`config.mk`:
```
export PLATFORM = sky130hd
export DESIGN_NAME = sn76489_reg_ctrl
export DESIGN_NICKNAME = d
export VERILOG_FILES = /design/src/rtl/sn76489_reg_ctrl.sv
export SDC_FILE = /design/constraint.sdc
export NUM_CORES = 1
export LEC_CHECK = 0
export ABC_AREA = 1
export CAP_MARGIN = 20
export CORE_UTILIZATION = 35
export CTS_CLUSTER_DIAMETER = 80
export DETAILED_ROUTE_END_ITERATION = 8
export MAX_ROUTING_LAYER = met4
export RECOVER_POWER = 25
export SKIP_LAST_GASP = 1
export SYNTH_ARGS = -nofsm -noshare
export SYNTH_HDL_FRONTEND = slang
export SYNTH_SLANG_ARGS = --single-unit
```
`constraint.sdc`:
```
create_clock -name clk -period 1.65 [get_ports clk]
set_input_delay 0.495 -clock clk [delete_from_list [all_inputs] [get_ports clk]]
set_output_delay 0.495 -clock clk [all_outputs]
set_load 0.02 [all_outputs]
```
`src/rtl/sn76489_reg_ctrl.sv`:
```
`default_nettype none
// ============================================================================
//  Module      : sn76489_reg_ctrl
//  Description : Host-side register controller for an SN76489-compatible PSG.
//                It synchronises an asynchronous active-low write strobe and
//                turns each falling edge into exactly one byte write. It
//                decodes the LATCH/DATA byte protocol and owns the eight PSG
//                control registers:
//                  - four attenuation registers
//                  - three tone-period registers
//                  - one noise-control register
//                Every noise-register write also produces a one-cycle LFSR
//                reset pulse.
//  Revision    : 1.0 - initial release
// ----------------------------------------------------------------------------
//  Ports
//    clk         in   system clock
//    reset       in   synchronous, active-high reset
//    data_in     in   host data byte, sampled unsynchronised in the fall cycle
//    we_n        in   asynchronous active-low write strobe
//    attn        out  attenuation, channel k at [4k+3:4k]; channel 3 = noise
//    tone_freq   out  tone k period at [10k+9:10k]
//    noise_ctrl  out  bit2 white(1)/periodic(0), bits1:0 rate
//    noise_reset out  one-cycle pulse on every noise-register write
//    wr_pulse    out  one-cycle pulse per accepted byte, aligned with update
// ============================================================================
module sn76489_reg_ctrl #(
    parameter int SYNC_STAGES              = 2,
    parameter int NUM_TONES                = 3,
    parameter int TONE_FREQUENCY_BITS      = 10,
    parameter int ATTENUATION_CONTROL_BITS = 4,
    parameter int NOISE_CONTROL_BITS       = 3
) (
    input  logic                                  clk,
    input  logic                                  reset,
    input  logic [7:0]                            data_in,
    input  logic                                  we_n,
    output logic [4*ATTENUATION_CONTROL_BITS-1:0] attn,
    output logic [NUM_TONES*TONE_FREQUENCY_BITS-1:0] tone_freq,
    output logic [NOISE_CONTROL_BITS-1:0]         noise_ctrl,
    output logic                                  noise_reset,
    output logic                                  wr_pulse
);

    // Channel index equal to the tone count addresses the noise channel.
    localparam logic [1:0] c_NOISE_CH = 2'(NUM_TONES);

    // Strobe synchroniser and edge detection.
    logic [SYNC_STAGES-1:0] r_sync;
    logic                   r_hist;
    logic                   w_fall;

    // Latched target of the most recent LATCH byte.
    logic [1:0] r_lch;
    logic       r_ltype;   // 1 = volume, 0 = tone/noise

    // Register file.
    logic [ATTENUATION_CONTROL_BITS-1:0] r_attn [0:3];
    logic [TONE_FREQUENCY_BITS-1:0]      r_tone [0:NUM_TONES-1];
    logic [NOISE_CONTROL_BITS-1:0]       r_noise;
    logic                                r_noise_rst;
    logic                                r_wr;

    // Decode of the current byte's target.
    logic       w_is_latch;
    logic [1:0] w_ch;
    logic       w_vol;
    logic       w_noise_tgt;

    // History flop sits after the last sync stage.
    // A high-to-low step between them is one write, so a strobe held low
    // for a long time is still counted once.
    assign w_fall = r_hist & ~r_sync[SYNC_STAGES-1];

    // DATA bytes reuse the stored target. LATCH bytes supply their own.
    assign w_is_latch  = data_in[7];
    assign w_ch        = w_is_latch ? data_in[6:5] : r_lch;
    assign w_vol       = w_is_latch ? data_in[4]   : r_ltype;
    assign w_noise_tgt = ~w_vol && (w_ch == c_NOISE_CH);

    always_ff @(posedge clk) begin
        if (reset) begin
            // Idle-high preload: a pending strobe edge is discarded.
            // A strobe held low across release is seen as a fresh fall.
            r_sync      <= '1;
            r_hist      <= 1'b1;
            r_lch       <= 2'd0;
            r_ltype     <= 1'b0;
            r_noise     <= '0;
            r_noise_rst <= 1'b0;
            r_wr        <= 1'b0;
            for (int k = 0; k < 4; k++) begin
                r_attn[k] <= '1;
            end
            for (int k = 0; k < NUM_TONES; k++) begin
                r_tone[k] <= '0;
            end
        end else begin
            r_sync      <= {r_sync[SYNC_STAGES-2:0], we_n};
            r_hist      <= r_sync[SYNC_STAGES-1];
            r_wr        <= w_fall;
            r_noise_rst <= w_fall & w_noise_tgt;

            if (w_fall) begin
                if (w_is_latch) begin
                    r_lch   <= data_in[6:5];
                    r_ltype <= data_in[4];
                end

                if (w_vol) begin
                    r_attn[w_ch] <= ATTENUATION_CONTROL_BITS'(data_in[3:0]);
                end else if (w_noise_tgt) begin
                    r_noise <= NOISE_CONTROL_BITS'(data_in[2:0]);
                end else if (w_is_latch) begin
                    // LATCH carries the low nibble of the tone period.
                    r_tone[w_ch][3:0] <= data_in[3:0];
                end else begin
                    // DATA carries the upper bits. data_in[6] is ignored.
                    r_tone[w_ch][TONE_FREQUENCY_BITS-1:4] <=
                        (TONE_FREQUENCY_BITS-4)'(data_in[5:0]);
                end
            end
        end
    end

    generate
        for (genvar k = 0; k < 4; k++) begin : g_attn
            assign attn[k*ATTENUATION_CONTROL_BITS +: ATTENUATION_CONTROL_BITS] = r_attn[k];
        end
        for (genvar k = 0; k < NUM_TONES; k++) begin : g_tone
            assign tone_freq[k*TONE_FREQUENCY_BITS +: TONE_FREQUENCY_BITS] = r_tone[k];
        end
    endgenerate

    assign noise_ctrl  = r_noise;
    assign noise_reset = r_noise_rst;
    assign wr_pulse    = r_wr;

endmodule
`default_nettype wire

```
==> results of run 1 <==
final timing paths:
path              slack [ns]  startpoint      endpoint
setup / recovery        0.07  data_in[6]  r_attn[3][3]
hold reg to reg         0.41   r_sync[0]     r_sync[1]
hold / removal          0.41   r_sync[0]     r_sync[1]
setup reg to reg        0.24      r_hist  r_tone[1][6]
layer usage:
metal	global-route usage, %	wire length [um]	part of all wire, %
met5	-	0	0
met4	8.42	63	1.3
met2	26.0	2350	50
met1	19.2	2040	44
met3	3.30	224	4.8
critical path: cells and delay by family:
family	cells	cell delay, ns
buffers and inverters	3	0.75
AND/OR/NAND/NOR	3	0.24
AO/OA/AOI/OAI	1	0.14
logic make-up (layout without fill, tap and decap cells):
family	Yosys count	after routing	synth area share, %
buffers and inverters	24	122	4.43
AOI/OAI and AO/OA	7	7	2.05
DFF	57	57	70.9
and+or+nand+nor	109	109	22.6
registers in the layout, summed over array words and instances (netlist names):
name and count:
noise_ctrl 3, noise_reset 1, r_attn 16, r_hist 1
r_lch 2, r_ltype 1, r_sync 2, r_tone 30
wr_pulse 1
final cells by class:
cell class              count  area (um2)
clock buffers              11         131
clock inverters             5        46.3
fillers                   548        2730
inverters                  19        76.3
multi-input cells         116         603
flip-flops and latches     57        1600
well taps                  75        93.8
repair buffers             87         774
power breakdown:
group | total (W) | switching, W | leakage, nW | internal, W
logic | 0.000305 | 0.000181 | 0.787 | 0.000124
clock network | 0.00118 | 0.000501 | 0.0898 | 0.000680
registers | 0.00160 | 0.0000139 | 0.514 | 0.00159
placed cells by master, fill, tap and decap left out:
cell type,n
nor3_1,1
nor2_1,40
inv_6,1
nor2_8,1
inv_2,3
nand2_4,5
dfxtp_1,11
buf_12,3
clkbuf_1,5
clkinv_1,3
or2_2,2
clkinv_2,1
buf_6,2
o21ai_0,3
clkbuf_8,9
clkbuf_4,1
inv_1,15
a21oi_1,2
clkdlybuf4s50_1,9
nand2_1,34
nand2_2,16
nand3_1,4
nor3_4,2
dlygate4sd2_1,52
edfxtp_1,46
o21ai_1,1
buf_4,17
bufinv_16,1
o21ai_2,1
nor2_2,1
nor2_4,3
what timing repair did:
item / in CTS / in global routing
setup endpoints to repair: 112 / 23
pin swaps: 5 / 1
resized for setup: 65 / 7
buffers inserted: 0 / 1
endpoints found under the hold margin: 0 / 0
metrics by stage:
stage | setup slack [ns] | cells | TNS, ns
floorplan | 0.0726 | 197 | 0
global placement | -0.446 | 353 | -34.17
detailed placement | -0.479 | 353 | -36.64
CTS | 0.0394 | 369 | 0
global route | 0.00389 | 370 | 0
finish | 0.0651 | 370 | 0
==> metrics.csv, run 1 <==
metric,value,unit
Via Count,1618,
finished layout cell area,3330,um2
Gate Count Post-Synth,197,
Worst Hold Depth,1,
hpwl dp,3.44,mm
Worst setup SP type,primary input,
WHS,0.408,ns
Final Hold Viols,0,
GP Congestion,0.779,
most common cell in the netlist,nand2_1,
CP Data Required Time,1.69,ns
TritonCTS Buffers,9,
Power Total,0.00309,W
Ports,62,
final wirelength,4.67,mm
final setup violation count,0,
Port-buffer cells,61,
router iterations before antenna repair,4,
Worst setup EP type,flop,
Final Cycle Share,96.1,%
total gr overflow,0,
Post-CTS Hold Buffers,0,
post-synthesis area per instance,11.5,um2
placed inst area,3160,um2
"most used cell, CP",nand2_2,
global-route wire length before repair,7.47,mm
DRC errors left,0,
First DRT Iteration DRCs,89,
RSZ-0062 raised after global routing,no,
DIE AREA,6780,um2
"slowest stage delay, CP",0.50,ns
Slew HR,76.5,%
row count,28,
Worst-path clk slew,0.06,ns
CP max FO,4,
Post-DRT Antenna Nets,0,
Core Region,6060,um2
share of the synthesized area in the top cell type,61.1,%
dominant cells by area after synthesis,"edfxtp_1, dfxtp_1, nand2_1",
Crit Path Class,primary input to flop,
post-synthesis sequential element count,57,
Tmin final,1.58,ns
CTS tree,yes,
pin count of the biggest net entering global routing,18,
Vias/cell,4.37,
Crit path arrival time,1.62,ns
fin util,54.9,%
"EDFF count, synth",46,
count of different cell masters after synthesis,22,
Worst R2R Path Depth,6,
fin nets,301,
die width,82.4,um
clk sink count,57,
Worst-Margin Slew,0.353,ns
ant diodes,0,
all-layer global routing usage,16.2,%
clock latency on the worst-skew pair,0.32,ns
initial antenna violation count,0,
syn_nets,208,
H-Tree Depth,3,
post-synthesis sequential area ratio,70.9,%
Avg WL per Cell,12.6,um
area delta synth->final,47.2,%
Final Skew,0.00391,ns
slowest CP cell,clkdlybuf4s50_1,
Clock Path Buffers,2,
Synth top cells by count,"nand2_1, edfxtp_1, nor2_1, inv_1, dfxtp_1",
Slew Limit Fails,0,
CP Cell Sequence,clkdlybuf4s50_1 > nand2_2 > nand2_4 > buf_6 > nand2_2 > o21ai_1 > buf_4,
asr flop ratio synth,0,%
DIE HEIGHT,82.4,um
P_leak,1.39,nW
Cell Pwr Density,928,nW/um2
CTS Root Buffer Type,clkbuf_8,
number of global-route vias before repair,1611,
top achievable clock speed,631,MHz
Hold Path Class,flop to flop,
Yosys warning count,0,
outcome,"finished, final reports clean",
VDD IR-drop max,0.448,mV
initial core utilization,37.3,%
synthesized area,2260,um2
"area leader, netlist",edfxtp_1,
share of layout cells above drive strength 1,23.4,%
Max-Cap Viols,0,
"Top FF cell, synth",edfxtp_1,
(Power assumes the default switching activity.)
==> run 2, diff against run 1 <==
--- a/config.mk
+++ b/config.mk
@@ -13,6 +13,7 @@
 export MAX_ROUTING_LAYER = met4
 export RECOVER_POWER = 25
 export SKIP_LAST_GASP = 1
+export SLEW_MARGIN = 15
 export SYNTH_ARGS = -nofsm -noshare
 export SYNTH_HDL_FRONTEND = slang
 export SYNTH_SLANG_ARGS = --single-unit
==> results of run 2 <==
The final DEF is identical to that of run 1; final timing and power are the same.
==> run 3, diff against run 2 <==
==> constraint.sdc (replaced) <==
create_clock -name clk -period 1.5 [get_ports clk]
set_input_delay 0.45 -clock clk [delete_from_list [all_inputs] [get_ports clk]]
set_output_delay 0.45 -clock clk [all_outputs]
set_load 0.02 [all_outputs]
==> metrics.csv, run 3 (same netlist as run 1, synthesis figures left out) <==
metric,value,unit,change
outcome,"finished, final reports clean",,
setup_tns,0,ns,unchanged
Hold Path Class,flop to flop,,
TritonCTS Buffers,9,,unchanged
Via Count,1634,,+0.99%
most flop-heavy register,r_tone,,
router iterations before antenna repair,4,,unchanged
top achievable clock speed,680,MHz,
First DRT Iteration DRCs,91,,+2.2%
final worst setup slack,0.0286,ns,-0.0365 ns
DP Cell Count,351,,-0.57%
all-layer global routing usage,16.3,%,+0.18 points
Switching Share,22.9,%,+0.39 points
initial antenna violation count,0,,unchanged
pre-CTS setup slack,-0.554,ns,-0.0750 ns
Vias/cell,4.44,,+1.5%
Final Hold Viols,0,,unchanged
DIE AREA,6780,um2,unchanged
Cell Pwr Density,1000,nW/um2,+8.0%
pin count of the biggest net entering global routing,18,,unchanged
Worst-Margin Slew,0.293,ns,-0.0596 ns
Non-Filler Instances,368,,-0.54%
Crit Path Class,primary input to flop,,
Clock Path Buffers,2,,unchanged
row count,28,,unchanged
Worst-path clk slew,0.06,ns,about the same
CTS Root Buffer Type,clkbuf_8,,
Tmin final,1.47,ns,
global-route wire length before repair,7.48,mm,about the same
Worst setup SP type,primary input,,
die width,82.4,um,unchanged
CP Data Required Time,1.54,ns,-0.15 ns
Slew Limit Fails,0,,unchanged
share of layout cells above drive strength 1,32.1,%,+8.7 points
Flop pwr share,52.0,%,about the same
ant diodes,0,,unchanged
Psw,0.000779,W,+12%
hpwl dp,3.41,mm,-0.70%
GP Congestion,0.743,,-4.6%
final wirelength,4.67,mm,-0.15%
Max-Cap Viols,0,,unchanged
Port-buffer cells,61,,unchanged
area delta synth->final,49.9,%,
CTS tree,yes,,
CP max FO,6,,+2
Post-DRT Antenna Nets,0,,unchanged
Final Cycle Share,98.1,%,
DIE HEIGHT,82.4,um,unchanged
most frequent cells in the layout,"edfxtp_1, nor2_1, nand2_1",,
finished layout cell area,3390,um2,+1.8%
Avg WL per Cell,12.7,um,+0.39%
"commonest non-fill, non-tap cell in the layout",edfxtp_1,,
Clk pwr share,37.9,%,-0.3 points
Worst setup EP type,flop,,
Int Pwr,0.00262,W,+9.4%
Core Region,6060,um2,unchanged
Ports,62,,unchanged
DRC errors left,0,,unchanged
final setup violation count,0,,unchanged
clk sink count,57,,unchanged
P_leak,1.42,nW,+2.0%
VDD IR-drop max,0.500,mV,+11%
logic gate share of total power,10.2,%,+0.3 points
total gr overflow,0,,unchanged
H-Tree Depth,3,,unchanged
placed inst area,3160,um2,-0.24%
Post-CTS Hold Buffers,0,,unchanged
Slew HR,80.5,%,+4.0 points
initial core utilization,37.3,%,unchanged
max FFs per register,30,,unchanged
Crit path arrival time,1.51,ns,-0.11 ns
RSZ-0062 raised after global routing,yes,,
fin nets,300,,-0.33%
number of global-route vias before repair,1555,,-3.5%
clock latency on the worst-skew pair,0.33,ns,about the same
Final Skew,0.00341,ns,-0.000501 ns
==> run 3: changes by cell type in the layout (fill, tap and decap cells not counted), moves of 3 or more <==
| cell | delta |
|---|---|
| clkbuf_2 | +10 |
| nor2_1 | -7 |
| clkbuf_1 | -5 |
| nand2_4 | +3 |
| clkdlybuf4s50_1 | -3 |
| clkdlybuf4s15_1 | +29 |
| nand2_1 | -4 |
| dlymetal6s2s_1 | +3 |
| nor2_2 | +7 |
| dlygate4sd2_1 | -39 |
==> run 3: final timing paths <==
check | start | end | slack [ns] | cells after the start
setup / recovery | data_in[5] | r_tone[1][8] | 0.03 | 7
hold / removal | r_sync[0] | r_sync[1] | 0.42 | 1
setup reg to reg | r_hist | r_tone[2][5] | 0.13 | 6
hold reg to reg | r_sync[0] | r_sync[1] | 0.42 | 1
==> run 3: worst max-delay path, stage by stage <==
cell and delay, ns:
clkdlybuf4s50_1 0.48, inv_1 0.05, nand2_1 0.06, nand2_2 0.07, nor2_4 0.18, nand2_2 0.10
nand2_4 0.11
==> run 3: area by class of cell <==
| cell class | count | area (um2) |
|---|---|---|
| Clock buffer | 9 | 124 |
| Clock inverter | 6 | 50.0 |
| Fill cell | 540 | 2670 |
| Inverter | 19 | 76.3 |
| Multi-Input combinational cell | 116 | 653 |
| Sequential cell | 57 | 1600 |
| Tap cell | 75 | 93.8 |
| Timing Repair Buffer | 86 | 788 |
==> run 3: what timing repair did <==
action	4_1_cts	5_1_grt
endpoints found under the hold margin	0	0
pin swaps	4	7
setup endpoints to repair	146	110
buffers inserted	0	2
gates resized for setup	73	65
==> run 3: power groups by stage <==
| stage | Clock, W | Combinational [W] | Sequential (W) |
|---|---|---|---|
| floorplan | 0 | 0.000122 | 0.00185 |
| global placement | 0 | 0.000346 | 0.00180 |
| detailed placement | 0 | 0.000350 | 0.00180 |
| global route | 0.00139 | 0.000375 | 0.00177 |
| finish | 0.00129 | 0.000346 | 0.00176 |
| CTS | 0.00131 | 0.000337 | 0.00176 |
==> run 3: stage by stage <==
step / hold WS (ns) / power, W / utilization, %
floorplan: 0.389 / 0.00197 / -
global placement: 0.403 / 0.00214 / 52.1
detailed placement: 0.414 / 0.00215 / 52.1
CTS: 0.423 / 0.00341 / 54.8
global route: 0.438 / 0.00353 / 55.9
finish: 0.417 / 0.00340 / 55.9
==> run 3: metal layers <==
layer | global-route usage, % | wire, um | share of wire (%)
met1 | 19.2 | 1960 | 42
met2 | 25.6 | 2360 | 51
met3 | 5.49 | 272 | 5.8
met4 | 6.84 | 70 | 1.5
met5 | - | 0 | 0
